$ cat src/rtl/semafor_pkg.sv
// Shared types and constants for the pedestrian-crossing controller path.
// Latency: n/a (declarations only).
// Backpressure: n/a.
package semafor_pkg;

    // Debounce FSM encoding: bit 1 is the accepted level, bit 0 marks a pending confirmation.
    typedef enum logic [1:0] {
        REPAUS         = 2'b00,
        CONF_APASARE   = 2'b01,
        APASAT         = 2'b10,
        CONF_ELIBERARE = 2'b11
    } stare_t;

    localparam int DEBOUNCE_CYC_DEF = 16;
    localparam int NR_APASARI_W     = 8;

endpackage

$ cat src/rtl/buton_debounce_if.sv
// Button conditioner signal bundle: raw pad/ack in, clean level/pulse/request/count out.
// Latency: n/a (wires only).
// Backpressure: none; ack is the only return path from the controller.
// Ports: master = pad + controller side, slave = debounce block.
interface buton_debounce_if;
    import semafor_pkg::*;

    logic                    buton_raw;
    logic                    ack;
    logic                    buton_curat;
    logic                    buton_puls;
    logic                    cerere;
    logic [NR_APASARI_W-1:0] nr_apasari;

    modport master (
        output buton_raw,
        output ack,
        input  buton_curat,
        input  buton_puls,
        input  cerere,
        input  nr_apasari
    );

    modport slave (
        input  buton_raw,
        input  ack,
        output buton_curat,
        output buton_puls,
        output cerere,
        output nr_apasari
    );

endinterface

$ cat src/rtl/sincronizator.sv
// Two-flop synchronizer for an asynchronous pad input.
// Latency: 2 clk from pad to q.
// Backpressure: none.
// Ports: clk, rst_n (sync, active-low), d (async pad), q (synchronized level).
module sincronizator (
    input  logic clk,
    input  logic rst_n,
    input  logic d,
    output logic q
);

    logic s1;

    always_ff @(posedge clk) begin
        if (!rst_n) begin
            s1 <= 1'b0;
            q  <= 1'b0;
        end else begin
            s1 <= d;
            q  <= s1;
        end
    end

endmodule

$ cat src/rtl/buton_debounce.sv
// Pedestrian button conditioner: sync, per-level debounce, press pulse, held request, press count.
// Latency: DEBOUNCE_CYC+3 clk from clean pad edge to buton_puls/buton_curat/cerere.
// Backpressure: none; cerere is held until ack, further presses do not queue.
// Ports: clk, rst_n (sync, active-low), bus (slave modport of buton_debounce_if).
module buton_debounce
    import semafor_pkg::*;
#(
    parameter int DEBOUNCE_CYC = DEBOUNCE_CYC_DEF,
    parameter int CNT_W        = $clog2(DEBOUNCE_CYC + 1)
) (
    input  logic             clk,
    input  logic             rst_n,
    buton_debounce_if.slave  bus
);

    localparam logic [CNT_W-1:0]        CNT_MAX = CNT_W'(DEBOUNCE_CYC);
    localparam logic [CNT_W-1:0]        CNT_ONE = CNT_W'(1);
    localparam logic [NR_APASARI_W-1:0] NR_ONE  = NR_APASARI_W'(1);

    logic                    s2;
    stare_t                  stare;
    stare_t                  stare_next;
    logic [CNT_W-1:0]        cnt;
    logic [CNT_W-1:0]        cnt_next;
    logic                    accept;
    logic                    curat_q;
    logic                    puls_q;
    logic                    cerere_q;
    logic [NR_APASARI_W-1:0] nr_q;

    sincronizator u_sync (
        .clk   (clk),
        .rst_n (rst_n),
        .d     (bus.buton_raw),
        .q     (s2)
    );

    // Entry into a confirm state counts as the first stable sample, so the
    // counter starts at 1 and acceptance happens when it reaches CNT_MAX.
    always_comb begin
        stare_next = stare;
        cnt_next   = cnt;
        accept     = 1'b0;
        unique case (stare)
            REPAUS: begin
                if (s2) begin
                    stare_next = CONF_APASARE;
                    cnt_next   = CNT_ONE;
                end
            end
            CONF_APASARE: begin
                if (!s2) begin
                    stare_next = REPAUS;
                    cnt_next   = '0;
                end else if (cnt == CNT_MAX) begin
                    stare_next = APASAT;
                    cnt_next   = '0;
                    accept     = 1'b1;
                end else begin
                    cnt_next   = cnt + CNT_ONE;
                end
            end
            APASAT: begin
                if (!s2) begin
                    stare_next = CONF_ELIBERARE;
                    cnt_next   = CNT_ONE;
                end
            end
            CONF_ELIBERARE: begin
                if (s2) begin
                    stare_next = APASAT;
                    cnt_next   = '0;
                end else if (cnt == CNT_MAX) begin
                    stare_next = REPAUS;
                    cnt_next   = '0;
                end else begin
                    cnt_next   = cnt + CNT_ONE;
                end
            end
        endcase
    end

    always_ff @(posedge clk) begin
        if (!rst_n) begin
            stare    <= REPAUS;
            cnt      <= '0;
            curat_q  <= 1'b0;
            puls_q   <= 1'b0;
            cerere_q <= 1'b0;
            nr_q     <= '0;
        end else begin
            stare    <= stare_next;
            cnt      <= cnt_next;
            curat_q  <= (stare_next == APASAT) || (stare_next == CONF_ELIBERARE);
            puls_q   <= accept;
            // Request rises together with the pulse and is re-set while the pulse
            // is high, so an ack landing on the pulse cycle cannot drop a fresh press.
            cerere_q <= accept | puls_q | (cerere_q & ~bus.ack);
            if (puls_q) begin
                nr_q <= nr_q + NR_ONE;
            end
        end
    end

    assign bus.buton_curat = curat_q;
    assign bus.buton_puls  = puls_q;
    assign bus.cerere      = cerere_q;
    assign bus.nr_apasari  = nr_q;

endmodule

$ cat src/flat_wrapper.sv
// flat-port wrapper written by rule: the top's interface ports become plain ports
module buton_debounce_flat import semafor_pkg::*;
#(
    parameter int DEBOUNCE_CYC = DEBOUNCE_CYC_DEF,
    parameter int CNT_W        = $clog2(DEBOUNCE_CYC + 1)
)
  (clk, rst_n, bus_buton_raw, bus_ack, bus_buton_curat, bus_buton_puls, bus_cerere, bus_nr_apasari);
  buton_debounce_if bus_i ();
  input  logic clk;
  input  logic rst_n;
  input wire logic [$bits(bus_i.buton_raw)-1:0] bus_buton_raw;
  input wire logic [$bits(bus_i.ack)-1:0] bus_ack;
  output wire logic [$bits(bus_i.buton_curat)-1:0] bus_buton_curat;
  output wire logic [$bits(bus_i.buton_puls)-1:0] bus_buton_puls;
  output wire logic [$bits(bus_i.cerere)-1:0] bus_cerere;
  output wire logic [$bits(bus_i.nr_apasari)-1:0] bus_nr_apasari;
  assign bus_i.buton_raw = bus_buton_raw;
  assign bus_i.ack = bus_ack;
  assign bus_buton_curat = bus_i.buton_curat;
  assign bus_buton_puls = bus_i.buton_puls;
  assign bus_cerere = bus_i.cerere;
  assign bus_nr_apasari = bus_i.nr_apasari;
  buton_debounce #(.DEBOUNCE_CYC(DEBOUNCE_CYC), .CNT_W(CNT_W)) u_core (.clk(clk), .rst_n(rst_n), .bus(bus_i));
endmodule
$ cat config.mk
export PLATFORM = sky130hd
export DESIGN_NAME = buton_debounce_flat
export DESIGN_NICKNAME = d
export VERILOG_FILES = /design/src/rtl/semafor_pkg.sv /design/src/rtl/buton_debounce_if.sv /design/src/rtl/sincronizator.sv /design/src/rtl/buton_debounce.sv /design/src/flat_wrapper.sv
export SDC_FILE = /design/constraint.sdc
export NUM_CORES = 1
export LEC_CHECK = 0
export CAP_MARGIN = 5
export CELL_PAD_IN_SITES_DETAIL_PLACEMENT = 2
export CELL_PAD_IN_SITES_GLOBAL_PLACEMENT = 2
export CORE_MARGIN = 4
export CORE_UTILIZATION = 33
export CTS_CLUSTER_DIAMETER = 100
export DETAILED_ROUTE_END_ITERATION = 6
export PLACE_DENSITY = 0.83
export SYNTH_ARGS = -nofsm -noshare
export SYNTH_HDL_FRONTEND = slang
export SYNTH_HIERARCHICAL = 1
export SYNTH_SLANG_ARGS = --single-unit
$ cat constraint.sdc
create_clock -name clk -period 3.05 [get_ports clk]
set_input_delay 0.61 -clock clk [delete_from_list [all_inputs] [get_ports clk]]
set_output_delay 0.61 -clock clk [all_outputs]
set_load 0.02 [all_outputs]
==> results.tsv <==
stage	metric	value	unit
outcome	status	completed	
layout	Final Instance Area	1090	sq um
place	Port Buf Inserts	14	
worst_hold_path	worst hold stages	1	
clock_tree	CTS resizes	0	
setup_path	Crit path depth	1	
setup_path	critical path type	reg2out	
floorplan	Rows	18	
clock_tree	Setup Fix Bufs, Post-CTS	0	
clock_tree	CTS buffer count	3	
timing	Slew Viols, Final	0	
power_and_ir_drop	LEAKAGE	0.393	nW
synth	Synth Area per Inst	9.33	sq um
synth	top-count cell post-synth	dfxtp_1	
route	initial DRC count	22	
route	final WL	2360	um
setup_path	CP max stage delay	0.67	ns
run	MaxCap Viol Count	0	
route	number of nets still failing antenna checks after routing	0	
synth	Post-Syn Nets	103	
synth	Gate Count Post-Synth	96	
synth	Cell Area, Synth	896	sq um
timing	setup violators final	0	
clock_tree	clock sink total	20	
place	Inst Count DP	137	
place	placed cell area	1050	sq um
clock_tree	worst-skew pair later-pin latency	0.30	ns
route	Detailed Routing Iterations Pass 1	3	
power_and_ir_drop	maximum vdd drop	0.197	mV
layout	n_diodes	0	
timing	Final Hold Fails	0	
clock_tree	clk slew on worst S/H paths	0.12	ns
route	drc violations	0	
clock_tree	Root Buffer	clkbuf_4	
worst_hold_path	Hold Path Class	reg2reg	
clock_tree	# H-tree levels	1	
global_routing	met2 usage in global routing	0.265	
setup_path	Worst Path Required	2.44	ns
global_routing	vias in the first global route	816	
synth	Synth Flop Type	dfxtp_1	
clock_tree	clock tree buffer depth	2	
global_routing	GR peak layer	met2	
floorplan	Initial Util	0.355	
floorplan	core area	2520	sq um
global_routing	GRT Util Overall	0.148	
layout	fin util	0.432	
floorplan	die width	60.1	um
setup_path	Worst Path Arrival	1.47	ns
setup_path	crit path cell chain	clkdlybuf4s50_1	
synth	top cell type's share of synthesized area	0.447	
timing	Sum Neg Setup Slack	0	ns
layout	final cell count without fillers	141	
timing	Max Clock Freq	480	MHz
route	vias per cell	5.40	
floorplan	Die Span Y	60.1	um
global_routing	grt met3 use	0.0194	
global_routing	largest net degree at the start of global routing	13	
synth	Synth Warn #	6	
timing	Setup WS post-layout	0.968	ns
timing	Slew headroom	0.721	
layout	layout cells sized above 1	0.0721	
floorplan	Total Die Area	3610	sq um
setup_path	FF-to-FF path depth	4	
place	hpwl dp	1830	um
synth	EDFF count, synth	0	
setup_path	Critical path buffers and inverters	1	
layout	P&R area growth vs syn	21.6	%
synth	top cells by area, synth	dfxtp_1 45%, a21oi_1 5.0%, ha_1 4.2%	
synth	Seq/Total Area, Yosys	0.447	
place	Placer Congestion	0.717	
timing	RSZ-0062 raised after global routing	no	
global_routing	GRT Residual Overflow	0	
clock_tree	CTS tree	built	
layout	Final nets	119	
power_and_ir_drop	Pwr Density	403	nW/um^2
route	via count	762	
place	worst slack, placed	1.28	ns
floorplan	Boundary Pins	15	
synth	Synth area leader	dfxtp_1	
synth	Synth top cells by count	20 x dfxtp_1, 9 x a21oi_1	
synth	Synth cell types	34	
clock_tree	count of hold buffers inserted by post-cts repair	0	
setup_path	CP delay by family, top	buffers and inverters	
route	post-DR wirelength/cell	16.7	um
global_routing	number of antenna violations at the first check in global routing	0	
setup_path	R2R Setup Slk	1.60	ns
timing	actual slew at the worst max-slew pin	0.416	ns
synth	Yosys reg bits	20	
setup_path	highest-delay cell along the critical path	clkdlybuf4s50_1	
setup_path	CP endpoint kind	output port	
global_routing	GRT met1 Usage	0.171	
synth	Async SR Flop Fraction	0	
timing	final worst path period need	2.08	ns
global_routing	first-pass GRT wire length	3860	um
setup_path	crit start category	flop	
setup_path	crit path max fanout	8	
timing	period utilization	0.683	
timing	worst clock skew	0.00582	ns
worst reg2reg max path: stages, from the launching register on:
cell and delay [ns]:
dfxtp_1 0.45, ha_1 0.20, nand4_1 0.20, or3_1 0.40
a21oi_1 0.14
worst paths after layout:
path	from	endpoint
setup / recovery	u_core/bus.buton_puls	bus_buton_puls
hold / removal	u_core/u_sync/s1	u_core/u_sync/q
hold reg to reg	u_core/u_sync/s1	u_core/u_sync/q
setup reg to reg	u_core/bus.nr_apasari[0]	u_core/bus.nr_apasari[6]
flip-flops by register name, indices dropped and copies added, names as in the netlist:
name / count
u_core/bus.buton_curat: 1
u_core/bus.cerere: 1
u_core/cnt: 5
u_core/stare: 2
u_core/bus.buton_puls: 1
u_core/bus.nr_apasari: 8
u_core/u_sync/q: 1
u_core/u_sync/s1: 1
through the flow:
| stage | power, mW | hold WS [ns] |
|---|---|---|
| after floorplan | 0.282 | 0.406 |
| after global placement | 0.289 | 0.410 |
| after detailed placement | 0.290 | 0.429 |
| after CTS | 0.450 | 0.458 |
| after global routing | 0.462 | 0.499 |
| final | 0.439 | 0.460 |
report_power, final:
part | internal (mW) | switching, mW
registers | 0.263 | 0.00278
logic | 0.00806 | 0.00964
clock network | 0.0727 | 0.0824
metal layers:
layer,wire (um),share of wire
met1,1020,0.43
met2,1240,0.52
met5,0,0
met3,80,0.034
met4,21,0.0089
cells in the final DEF (no fill, tap or decap), types with 2 or more instances in the layout:
master and n:
inv_1 6, nand4_1 2, xnor2_1 2, or3_1 2, a21oi_1 9, and3_1 2, clkbuf_4 3, dfxtp_1 20
nand2_1 6, xor2_1 4, a31oi_1 2, nor2b_1 2, clkdlybuf4s50_1 14, nand3_1 4, o21ai_0 6, and2_1 2
nor2_1 6, ha_1 3
final cells by class:
| cell class | instances | area, sq um |
|---|---|---|
| sequential | 20 | 400 |
| fill | 279 | 1430 |
| timing repair buffer | 14 | 140 |
| clock buffer | 4 | 36.3 |
| multi-input combinational | 67 | 453 |
| inverter | 6 | 22.5 |
| tap | 30 | 37.5 |
cell families after synthesis:
family	after synthesis	synth area share
buffers and inverters	9	0.0475
multiplexers	1	0.0112
AND/OR/NAND/NOR	34	0.223
flip-flops	20	0.447
XOR/XNOR	7	0.0838
adder cells (fa/ha/maj)	3	0.0419
AO/OA/AOI/OAI	22	0.145
Note: power is estimated with default switching activity, not from simulation.
